--- src/rtl/sdram_arb_pkg.sv ---
// Shared types and default widths for the SDRAM host-port arbiter.
package sdram_arb_pkg;

    typedef enum logic [1:0] {
        StIdle,
        StIssue,
        StWaitDone
    } arb_state_e;

    localparam int unsigned DefAddrW         = 24;
    localparam int unsigned DefDataW         = 16;
    localparam int unsigned DefTimeoutCycles = 1024;

endpackage

--- src/rtl/sdram_host_arbiter_if.sv ---
// Requester and controller-side bus of the SDRAM host-port arbiter.
// rsp_err exists only when SDRAM_ARB_TIMEOUT_EN is defined.
interface sdram_host_arbiter_if
    import sdram_arb_pkg::*;
#(
    parameter int unsigned NUM_PORTS = 4,
    parameter int unsigned ADDR_W    = DefAddrW,
    parameter int unsigned DATA_W    = DefDataW
);
    localparam int unsigned IdxW = $clog2(NUM_PORTS);

    logic [NUM_PORTS-1:0]        req_valid;
    logic [NUM_PORTS-1:0]        req_we;
    logic [NUM_PORTS*ADDR_W-1:0] req_addr;
    logic [NUM_PORTS*DATA_W-1:0] req_wdata;
    logic [NUM_PORTS-1:0]        req_ready;
    logic [NUM_PORTS-1:0]        rsp_valid;
    logic [DATA_W-1:0]           rsp_rdata;
`ifdef SDRAM_ARB_TIMEOUT_EN
    logic                        rsp_err;
`endif
    logic [IdxW-1:0]             cur_port;
    logic                        arb_idle;
    logic [ADDR_W-1:0]           ctl_wr_addr;
    logic [DATA_W-1:0]           ctl_wr_data;
    logic                        ctl_rd_enable;
    logic                        ctl_wr_enable;
    logic                        ctl_busy;
    logic [DATA_W-1:0]           ctl_rd_data;
    logic                        ctl_rd_ready;

    // Arbiter side.
    modport slave (
`ifdef SDRAM_ARB_TIMEOUT_EN
        output rsp_err,
`endif
        input  req_valid, req_we, req_addr, req_wdata, ctl_busy, ctl_rd_data, ctl_rd_ready,
        output req_ready, rsp_valid, rsp_rdata, cur_port, arb_idle,
        output ctl_wr_addr, ctl_wr_data, ctl_rd_enable, ctl_wr_enable
    );

    // Requesters plus controller side.
    modport master (
`ifdef SDRAM_ARB_TIMEOUT_EN
        input  rsp_err,
`endif
        output req_valid, req_we, req_addr, req_wdata, ctl_busy, ctl_rd_data, ctl_rd_ready,
        input  req_ready, rsp_valid, rsp_rdata, cur_port, arb_idle,
        input  ctl_wr_addr, ctl_wr_data, ctl_rd_enable, ctl_wr_enable
    );

endinterface

--- src/rtl/sdram_arb_rr_pick.sv ---
// Combinational round-robin picker: first requester at or after ptr, wrapping.
module sdram_arb_rr_pick #(
    parameter int unsigned NUM_PORTS = 4,
    parameter int unsigned IDX_W     = 2
) (
    input  logic [NUM_PORTS-1:0] req,
    input  logic [IDX_W-1:0]     ptr,
    output logic [NUM_PORTS-1:0] gnt,
    output logic [IDX_W-1:0]     idx
);

    always_comb begin
        logic        found;
        int unsigned j;
        gnt   = '0;
        idx   = '0;
        found = 1'b0;
        j     = 0;
        for (int unsigned i = 0; i < NUM_PORTS; i++) begin
            j = (32'(ptr) + i) % NUM_PORTS;
            if (!found && req[j]) begin
                found  = 1'b1;
                gnt[j] = 1'b1;
                idx    = IDX_W'(j);
            end
        end
    end

endmodule

--- src/rtl/sdram_host_arbiter.sv ---
// Round-robin arbiter sharing one sdram_controller host port between NUM_PORTS requesters.
// Define SDRAM_ARB_TIMEOUT_EN to add the watchdog and the rsp_err output.
module sdram_host_arbiter
    import sdram_arb_pkg::*;
#(
    parameter int unsigned NUM_PORTS      = 4,
    parameter int unsigned ADDR_W         = DefAddrW,
    parameter int unsigned DATA_W         = DefDataW,
    parameter int unsigned TIMEOUT_CYCLES = DefTimeoutCycles
) (
    input logic                 clk,
    input logic                 rst,
    sdram_host_arbiter_if.slave bus
);

    localparam int unsigned IdxW = $clog2(NUM_PORTS);

    if (NUM_PORTS < 2 || NUM_PORTS > 8 || TIMEOUT_CYCLES == 0) begin : g_bad_param
        $error("sdram_host_arbiter: unsupported parameter value");
    end

    arb_state_e           state_q, state_d;
    logic [IdxW-1:0]      ptr_q, ptr_d, cur_q, cur_d, pick_idx;
    logic [NUM_PORTS-1:0] pick_gnt;
    logic [ADDR_W-1:0]    addr_q, addr_d;
    logic [DATA_W-1:0]    wdata_q, wdata_d, rdcap_q, rdcap_d, rdata_q, rdata_d, cpl_data;
    logic                 we_q, we_d, rd_seen_q, rd_seen_d;
    logic                 grant, done, timeout;

    sdram_arb_rr_pick #(
        .NUM_PORTS (NUM_PORTS),
        .IDX_W     (IdxW)
    ) u_pick (
        .req (bus.req_valid),
        .ptr (ptr_q),
        .gnt (pick_gnt),
        .idx (pick_idx)
    );

`ifdef SDRAM_ARB_TIMEOUT_EN
    localparam int unsigned CntW = $clog2(TIMEOUT_CYCLES + 1);
    logic [CntW-1:0] cnt_q, cnt_d;

    always_ff @(posedge clk or posedge rst) begin
        if (rst) cnt_q <= '0;
        else     cnt_q <= cnt_d;
    end
`endif

    always_comb begin
        state_d   = state_q;
        ptr_d     = ptr_q;
        cur_d     = cur_q;
        addr_d    = addr_q;
        wdata_d   = wdata_q;
        we_d      = we_q;
        rd_seen_d = rd_seen_q;
        rdcap_d   = rdcap_q;
        rdata_d   = rdata_q;
        grant     = 1'b0;
        done      = 1'b0;
        timeout   = 1'b0;
        cpl_data  = '0;

        unique case (state_q)
            StIdle: begin
                if (|bus.req_valid && !bus.ctl_busy && !rst) begin
                    grant     = 1'b1;
                    cur_d     = pick_idx;
                    ptr_d     = (pick_idx == IdxW'(NUM_PORTS - 1)) ? '0 : pick_idx + 1'b1;
                    addr_d    = bus.req_addr[int'(pick_idx)*ADDR_W +: ADDR_W];
                    wdata_d   = bus.req_wdata[int'(pick_idx)*DATA_W +: DATA_W];
                    we_d      = bus.req_we[pick_idx];
                    rd_seen_d = 1'b0;
                    rdcap_d   = '0;
                    state_d   = StIssue;
                end
            end
            StIssue: begin
                if (bus.ctl_busy) state_d = StWaitDone;
            end
            StWaitDone: begin
                if (we_q) begin
                    done = !bus.ctl_busy;
                end else begin
                    if (bus.ctl_rd_ready) begin
                        rd_seen_d = 1'b1;
                        rdcap_d   = bus.ctl_rd_data;
                    end
                    // Read data arriving on the completing cycle is forwarded directly.
                    done     = (rd_seen_q || bus.ctl_rd_ready) && !bus.ctl_busy;
                    cpl_data = bus.ctl_rd_ready ? bus.ctl_rd_data : rdcap_q;
                end
                if (done) state_d = StIdle;
            end
            default: state_d = StIdle;
        endcase

`ifdef SDRAM_ARB_TIMEOUT_EN
        cnt_d = cnt_q;
        if (grant) begin
            cnt_d = '0;
        end else if (state_q != StIdle) begin
            cnt_d = cnt_q + 1'b1;
            if (cnt_q == CntW'(TIMEOUT_CYCLES)) begin
                timeout  = 1'b1;
                done     = 1'b0;
                cpl_data = '0;
                state_d  = StIdle;
            end
        end
`endif

        if (done || timeout) rdata_d = cpl_data;
    end

    always_ff @(posedge clk or posedge rst) begin
        if (rst) begin
            state_q   <= StIdle;
            ptr_q     <= '0;
            cur_q     <= '0;
            addr_q    <= '0;
            wdata_q   <= '0;
            we_q      <= 1'b0;
            rd_seen_q <= 1'b0;
            rdcap_q   <= '0;
            rdata_q   <= '0;
        end else begin
            state_q   <= state_d;
            ptr_q     <= ptr_d;
            cur_q     <= cur_d;
            addr_q    <= addr_d;
            wdata_q   <= wdata_d;
            we_q      <= we_d;
            rd_seen_q <= rd_seen_d;
            rdcap_q   <= rdcap_d;
            rdata_q   <= rdata_d;
        end
    end

    assign bus.req_ready     = grant ? pick_gnt : '0;
    assign bus.rsp_valid     = (done || timeout) ? ({{(NUM_PORTS-1){1'b0}}, 1'b1} << cur_q) : '0;
    assign bus.rsp_rdata     = (done || timeout) ? cpl_data : rdata_q;
    assign bus.cur_port      = cur_q;
    assign bus.arb_idle      = (state_q == StIdle);
    assign bus.ctl_wr_addr   = addr_q;
    assign bus.ctl_wr_data   = wdata_q;
    assign bus.ctl_wr_enable = (state_q == StIssue) && we_q && !timeout;
    assign bus.ctl_rd_enable = (state_q == StIssue) && !we_q && !timeout;
`ifdef SDRAM_ARB_TIMEOUT_EN
    assign bus.rsp_err       = timeout;
`endif

endmodule

--- src/flat_wrapper.sv ---
// flat-port wrapper written by rule: the top's interface ports become plain ports
module sdram_host_arbiter_flat import sdram_arb_pkg::*;
#(
    parameter int unsigned NUM_PORTS      = 4,
    parameter int unsigned ADDR_W         = DefAddrW,
    parameter int unsigned DATA_W         = DefDataW,
    parameter int unsigned TIMEOUT_CYCLES = DefTimeoutCycles
)
  (clk, rst, bus_req_valid, bus_req_we, bus_req_addr, bus_req_wdata, bus_ctl_busy, bus_ctl_rd_data, bus_ctl_rd_ready, bus_req_ready, bus_rsp_valid, bus_rsp_rdata, bus_cur_port, bus_arb_idle, bus_ctl_wr_addr, bus_ctl_wr_data, bus_ctl_rd_enable, bus_ctl_wr_enable);
  sdram_host_arbiter_if #(.NUM_PORTS(NUM_PORTS), .ADDR_W(ADDR_W), .DATA_W(DATA_W)) bus_i ();
  input logic clk;
  input logic rst;
  input wire logic [$bits(bus_i.req_valid)-1:0] bus_req_valid;
  input wire logic [$bits(bus_i.req_we)-1:0] bus_req_we;
  input wire logic [$bits(bus_i.req_addr)-1:0] bus_req_addr;
  input wire logic [$bits(bus_i.req_wdata)-1:0] bus_req_wdata;
  input wire logic [$bits(bus_i.ctl_busy)-1:0] bus_ctl_busy;
  input wire logic [$bits(bus_i.ctl_rd_data)-1:0] bus_ctl_rd_data;
  input wire logic [$bits(bus_i.ctl_rd_ready)-1:0] bus_ctl_rd_ready;
  output wire logic [$bits(bus_i.req_ready)-1:0] bus_req_ready;
  output wire logic [$bits(bus_i.rsp_valid)-1:0] bus_rsp_valid;
  output wire logic [$bits(bus_i.rsp_rdata)-1:0] bus_rsp_rdata;
  output wire logic [$bits(bus_i.cur_port)-1:0] bus_cur_port;
  output wire logic [$bits(bus_i.arb_idle)-1:0] bus_arb_idle;
  output wire logic [$bits(bus_i.ctl_wr_addr)-1:0] bus_ctl_wr_addr;
  output wire logic [$bits(bus_i.ctl_wr_data)-1:0] bus_ctl_wr_data;
  output wire logic [$bits(bus_i.ctl_rd_enable)-1:0] bus_ctl_rd_enable;
  output wire logic [$bits(bus_i.ctl_wr_enable)-1:0] bus_ctl_wr_enable;
  assign bus_i.req_valid = bus_req_valid;
  assign bus_i.req_we = bus_req_we;
  assign bus_i.req_addr = bus_req_addr;
  assign bus_i.req_wdata = bus_req_wdata;
  assign bus_i.ctl_busy = bus_ctl_busy;
  assign bus_i.ctl_rd_data = bus_ctl_rd_data;
  assign bus_i.ctl_rd_ready = bus_ctl_rd_ready;
  assign bus_req_ready = bus_i.req_ready;
  assign bus_rsp_valid = bus_i.rsp_valid;
  assign bus_rsp_rdata = bus_i.rsp_rdata;
  assign bus_cur_port = bus_i.cur_port;
  assign bus_arb_idle = bus_i.arb_idle;
  assign bus_ctl_wr_addr = bus_i.ctl_wr_addr;
  assign bus_ctl_wr_data = bus_i.ctl_wr_data;
  assign bus_ctl_rd_enable = bus_i.ctl_rd_enable;
  assign bus_ctl_wr_enable = bus_i.ctl_wr_enable;
  sdram_host_arbiter #(.NUM_PORTS(NUM_PORTS), .ADDR_W(ADDR_W), .DATA_W(DATA_W), .TIMEOUT_CYCLES(TIMEOUT_CYCLES)) u_core (.clk(clk), .rst(rst), .bus(bus_i));
endmodule
--- config.mk ---
export PLATFORM = sky130hd
export DESIGN_NAME = sdram_host_arbiter_flat
export DESIGN_NICKNAME = d
export VERILOG_FILES = /design/src/rtl/sdram_arb_pkg.sv /design/src/rtl/sdram_host_arbiter_if.sv /design/src/rtl/sdram_arb_rr_pick.sv /design/src/rtl/sdram_host_arbiter.sv /design/src/flat_wrapper.sv
export SDC_FILE = /design/constraint.sdc
export NUM_CORES = 1
export LEC_CHECK = 0
export ABC_AREA = 1
export CAP_MARGIN = 40
export CORE_MARGIN = 2
export CORE_UTILIZATION = 38
export DETAILED_ROUTE_END_ITERATION = 8
export PLACE_DENSITY_LB_ADDON = 0.1
export SLEW_MARGIN = 0
export SYNTH_ARGS = -nofsm -noshare
export SYNTH_HDL_FRONTEND = slang
export SYNTH_SLANG_ARGS = --single-unit
--- constraint.sdc ---
create_clock -name clk -period 3.7 [get_ports clk]
set_clock_uncertainty 0.15 [all_clocks]
set_input_delay 0.37 -clock clk [delete_from_list [all_inputs] [get_ports clk]]
set_output_delay 0.37 -clock clk [all_outputs]
set_load 0.05 [all_outputs]
==> flow_metrics.tcl <==
set metrics [dict create \
    wl_per_cell_um 13.8 \
    power_frac_seq 0.178 \
    grt_max_degree 51 \
    synth.avg_cell_area_um2 6.29 \
    finish.instance_area_um2 8760 \
    power_frac_comb 0.705 \
    drt_first_pass_iters 5 \
    cts.path.max_buffers 2 \
    slew_headroom 0.618 \
    arrival_ns 2.68 \
    min_from "u_core.bus.ctl_wr_data[2]" \
    cts.clk_slew.worst_paths_ns 0.07 \
    synthMuxAreaShare 0 \
    ys_seq_elements 80 \
    clkLatencyLatePin_ns 0.35 \
    synth_compound_area_frac 0.0660 \
    p_per_area_nw_per_um2 924 \
    max_freq_mhz 313 \
    cts_setup_buffers 0 \
    crit_path_cell_trace "inv_6 > ha_1 > inv_1 > nand3_1 > nand2_2 > inv_2 > nor2_8 > nand2_1 > o21ai_0 > a21oi_1 > o21ai_0 > nand2_1 > inv_1 > buf_12" \
    cp_slowest_cell "dfrtp_1" \
    synth_top_family_by_area "simple AND/OR/NAND/NOR gates" \
    initial_core_util 0.385 \
    drt_iter0_drc 319 \
    synthTopCellsByArea "dfrtp_1 36%, nand2_1 24%, nand3_1 13%, inv_1 9.5%, o21ai_0 5.1%" \
    post_cts_resize_count 0 \
    dpl_cell_area_um2 8450 \
    drive_gt1_frac 0.0652 \
    run_status "complete, no violations" \
    hold_path.class "reg -> reg" \
    synth_nets 1079 \
    die_h_um 125 \
    drv_cap 0 \
    critPathCaptureType "primary output" \
    final_nets 1311 \
    worst_slew_pin_slew_ns 0.572 \
    period_share 0.864 \
    die_area_um2 15600 \
    rows 44 \
    clock_power_share 0.116 \
    synth_fa_ha_area_frac 0.0180 \
    synth_cells 883 \
    grt_antenna_before_repair 0 \
    max-vdd-ir-drop_v 0.000573 \
    grt_pass1_vias 5763 \
    via_per_inst 4.68 \
    cts_root_buf "clkbuf_16" \
    final-max-slew-violation-count 0 \
    cts-htree-levels 3 \
    fill_cells 1325 \
    crit_type "reg -> out" \
    finalSetupViolCount 0 \
    cpPeakStageDelay_ns 0.63 \
    clock_sinks 80 \
    hold_end "u_core.bus.ctl_wr_data[2]" \
    final-hold-violation-count 0 \
    p_sw_uw 4440 \
    via_count 6101 \
    p_sw_frac 0.548 \
    io_buffers 256 \
    ff2ff_setup_slack_ns 0.69 \
    r2r-end "u_core.bus.ctl_wr_data[9]" \
    place.gp.congestion 0.856 \
    drc 0 \
    fin_ws_ns 0.501 \
    drt_wl_total_mm 18.0 \
    yosys_warnings 0 \
    crit_path_max_fanout 13 \
    synth_xor_area_frac 0 \
    reg2reg_depth 13 \
    postRouteAntennaNets 0 \
    critPathRequiredTime_ns 3.18 \
    core_um2 14400 \
    cp-start-kind "flop" \
    total_leakage_power_uw 0.00449 \
    grt_overflow 0 \
    dieWidth_um 125 \
    antenna_cells 0 \
    grt_pass1_wl_mm 29.0 \
    dpl.hpwl_mm 13.4 \
    tns_ns 0 \
    area_growth_pct 57.6 \
    hold_depth 2 \
    synth_area_leader_cell "dfrtp_1" \
    track_usage 0.229 \
    synthSimpleGateAreaFrac 0.407 \
    numCtsBuffers 9 \
    ys_types 28 \
    yosys.area.top_type_share 0.360 \
    place_ws_ns 0.672 \
    r2r-start "u_core.ptr_q[0]" \
    fin_util 0.607 \
    cts_tree "done" \
    intPower_uw 3660 \
    cts_hold_buffers 0 \
    post-route-min-period_ns 3.20 \
    io_pins 257 \
    rsz0062_at_grt "false" \
    yosysSeqAreaShare 0.360 \
    netlist_area_um2 5560 \
]
## sequential cells by signal, summed over array words and instances (netlist names)
signal and cells:
u_core.ptr_q 2, u_core.rdata_q 16, u_core.bus.cur_port 2, u_core.state_q 2, u_core.rdcap_q 16, u_core.rd_seen_q 1, u_core.bus.ctl_wr_addr 24, u_core.we_q 1
u_core.bus.ctl_wr_data 16
## worst max-delay path by stage
stage	from	end	slack, ns	cells past startpoint
after floorplan	rst	bus_req_ready[0]	0.06	7
after global placement	u_core.ptr_q[0]	u_core.bus.ctl_wr_data[0]	0.77	13
after detailed placement	u_core.ptr_q[0]	u_core.bus.ctl_wr_data[5]	0.67	13
after CTS	u_core.ptr_q[0]	bus_req_ready[3]	0.48	14
after global routing	u_core.ptr_q[0]	bus_req_ready[3]	0.22	14
final	u_core.ptr_q[0]	bus_req_ready[3]	0.50	14
## synth_stat cells
library cell / count
nand2_4: 2
buf_6: 7
buf_1: 4
o22ai_1: 1
a21oi_1: 6
buf_2: 12
nand3_1: 140
nand2_1: 361
o21ai_0: 57
inv_6: 2
nand4_1: 5
dfrtp_1: 80
o21bai_1: 1
a31oi_1: 4
inv_2: 3
nor2_1: 6
buf_4: 4
nor3_1: 4
nand4_2: 1
inv_1: 141
o21ai_1: 1
ha_1: 8
nor2_8: 2
o211ai_1: 1
nor2_2: 1
nand2_2: 5
nor2_4: 2
clkbuf_1: 22
## through the flow
| step | total power, µW | cells | hold WS, ns |
|---|---|---|---|
| after floorplan | 5750 | 883 | 0.328 |
| final | 8100 | 1304 | 0.327 |
| after global routing | 8870 | 1304 | 0.348 |
| after detailed placement | 7190 | 1288 | 0.315 |
| after CTS | 8160 | 1304 | 0.331 |
| after global placement | 7160 | 1287 | 0.312 |
## layout make-up
| cell class | count | area (µm²) | share of cell area |
|---|---|---|---|
| Clock buffer | 9 | 225 | 0.0257 |
| Multi-Input combinational cell | 608 | 2730 | 0.312 |
| Inverter | 146 | 562 | 0.0641 |
| Timing Repair Buffer | 270 | 2920 | 0.333 |
| Clock inverter | 7 | 87.6 | 0.0100 |
| Sequential cell | 80 | 2000 | 0.229 |
| Tap cell | 184 | 230 | 0.0263 |
## worst max-delay path, delay by kind of cell, from the launching register on
family | cells | cell delay, ns
buf+inv | 5 | 0.53
compound gates | 3 | 0.28
flops | 1 | 0.63
fa+ha+maj | 1 | 0.39
simple gates | 5 | 0.49
## logic make-up (layout without fill, tap and decap cells)
logic type               Yosys count  count (layout)
AO/OA/AOI/OAI                     71              71
buffers and inverters            195             432
flip-flops                        80              80
adder cells (fa/ha/maj)            8               8
AND/OR/NAND/NOR                  529             529
## per-layer routing
layer,track usage,up-vias,part of all wire
li1,-,3175,-
met5,0,-,0
met1,0.286,2668,0.43
met3,0.0582,36,0.070
met2,0.379,222,0.47
met4,0.0980,0,0.030
## cell usage in the layout, fill, tap and decap left out, types with 4 or more instances in the layout
master / n
buf_12: 25
nand4_1: 5
nor3_1: 4
a21oi_1: 6
ha_1: 8
dfrtp_1: 80
o21ai_0: 57
nand3_1: 140
nand2_1: 361
clkdlybuf4s50_1: 232
nand2_2: 5
a31oi_1: 4
inv_6: 5
inv_1: 140
clkbuf_16: 9
buf_4: 13
nor2_1: 6
## power groups by stage
stage          Combinational [µW]  Clock, µW  Sequential [µW]
2_1_floorplan                3620          0             2140
3_3_place_gp                 5710          0             1450
3_5_place_dp                 5740          0             1450
4_1_cts                      5750        964             1440
5_1_grt                      6390        995             1490
6_report                     5710        941             1440
No activity file was read; power rests on OpenSTA's default activity.
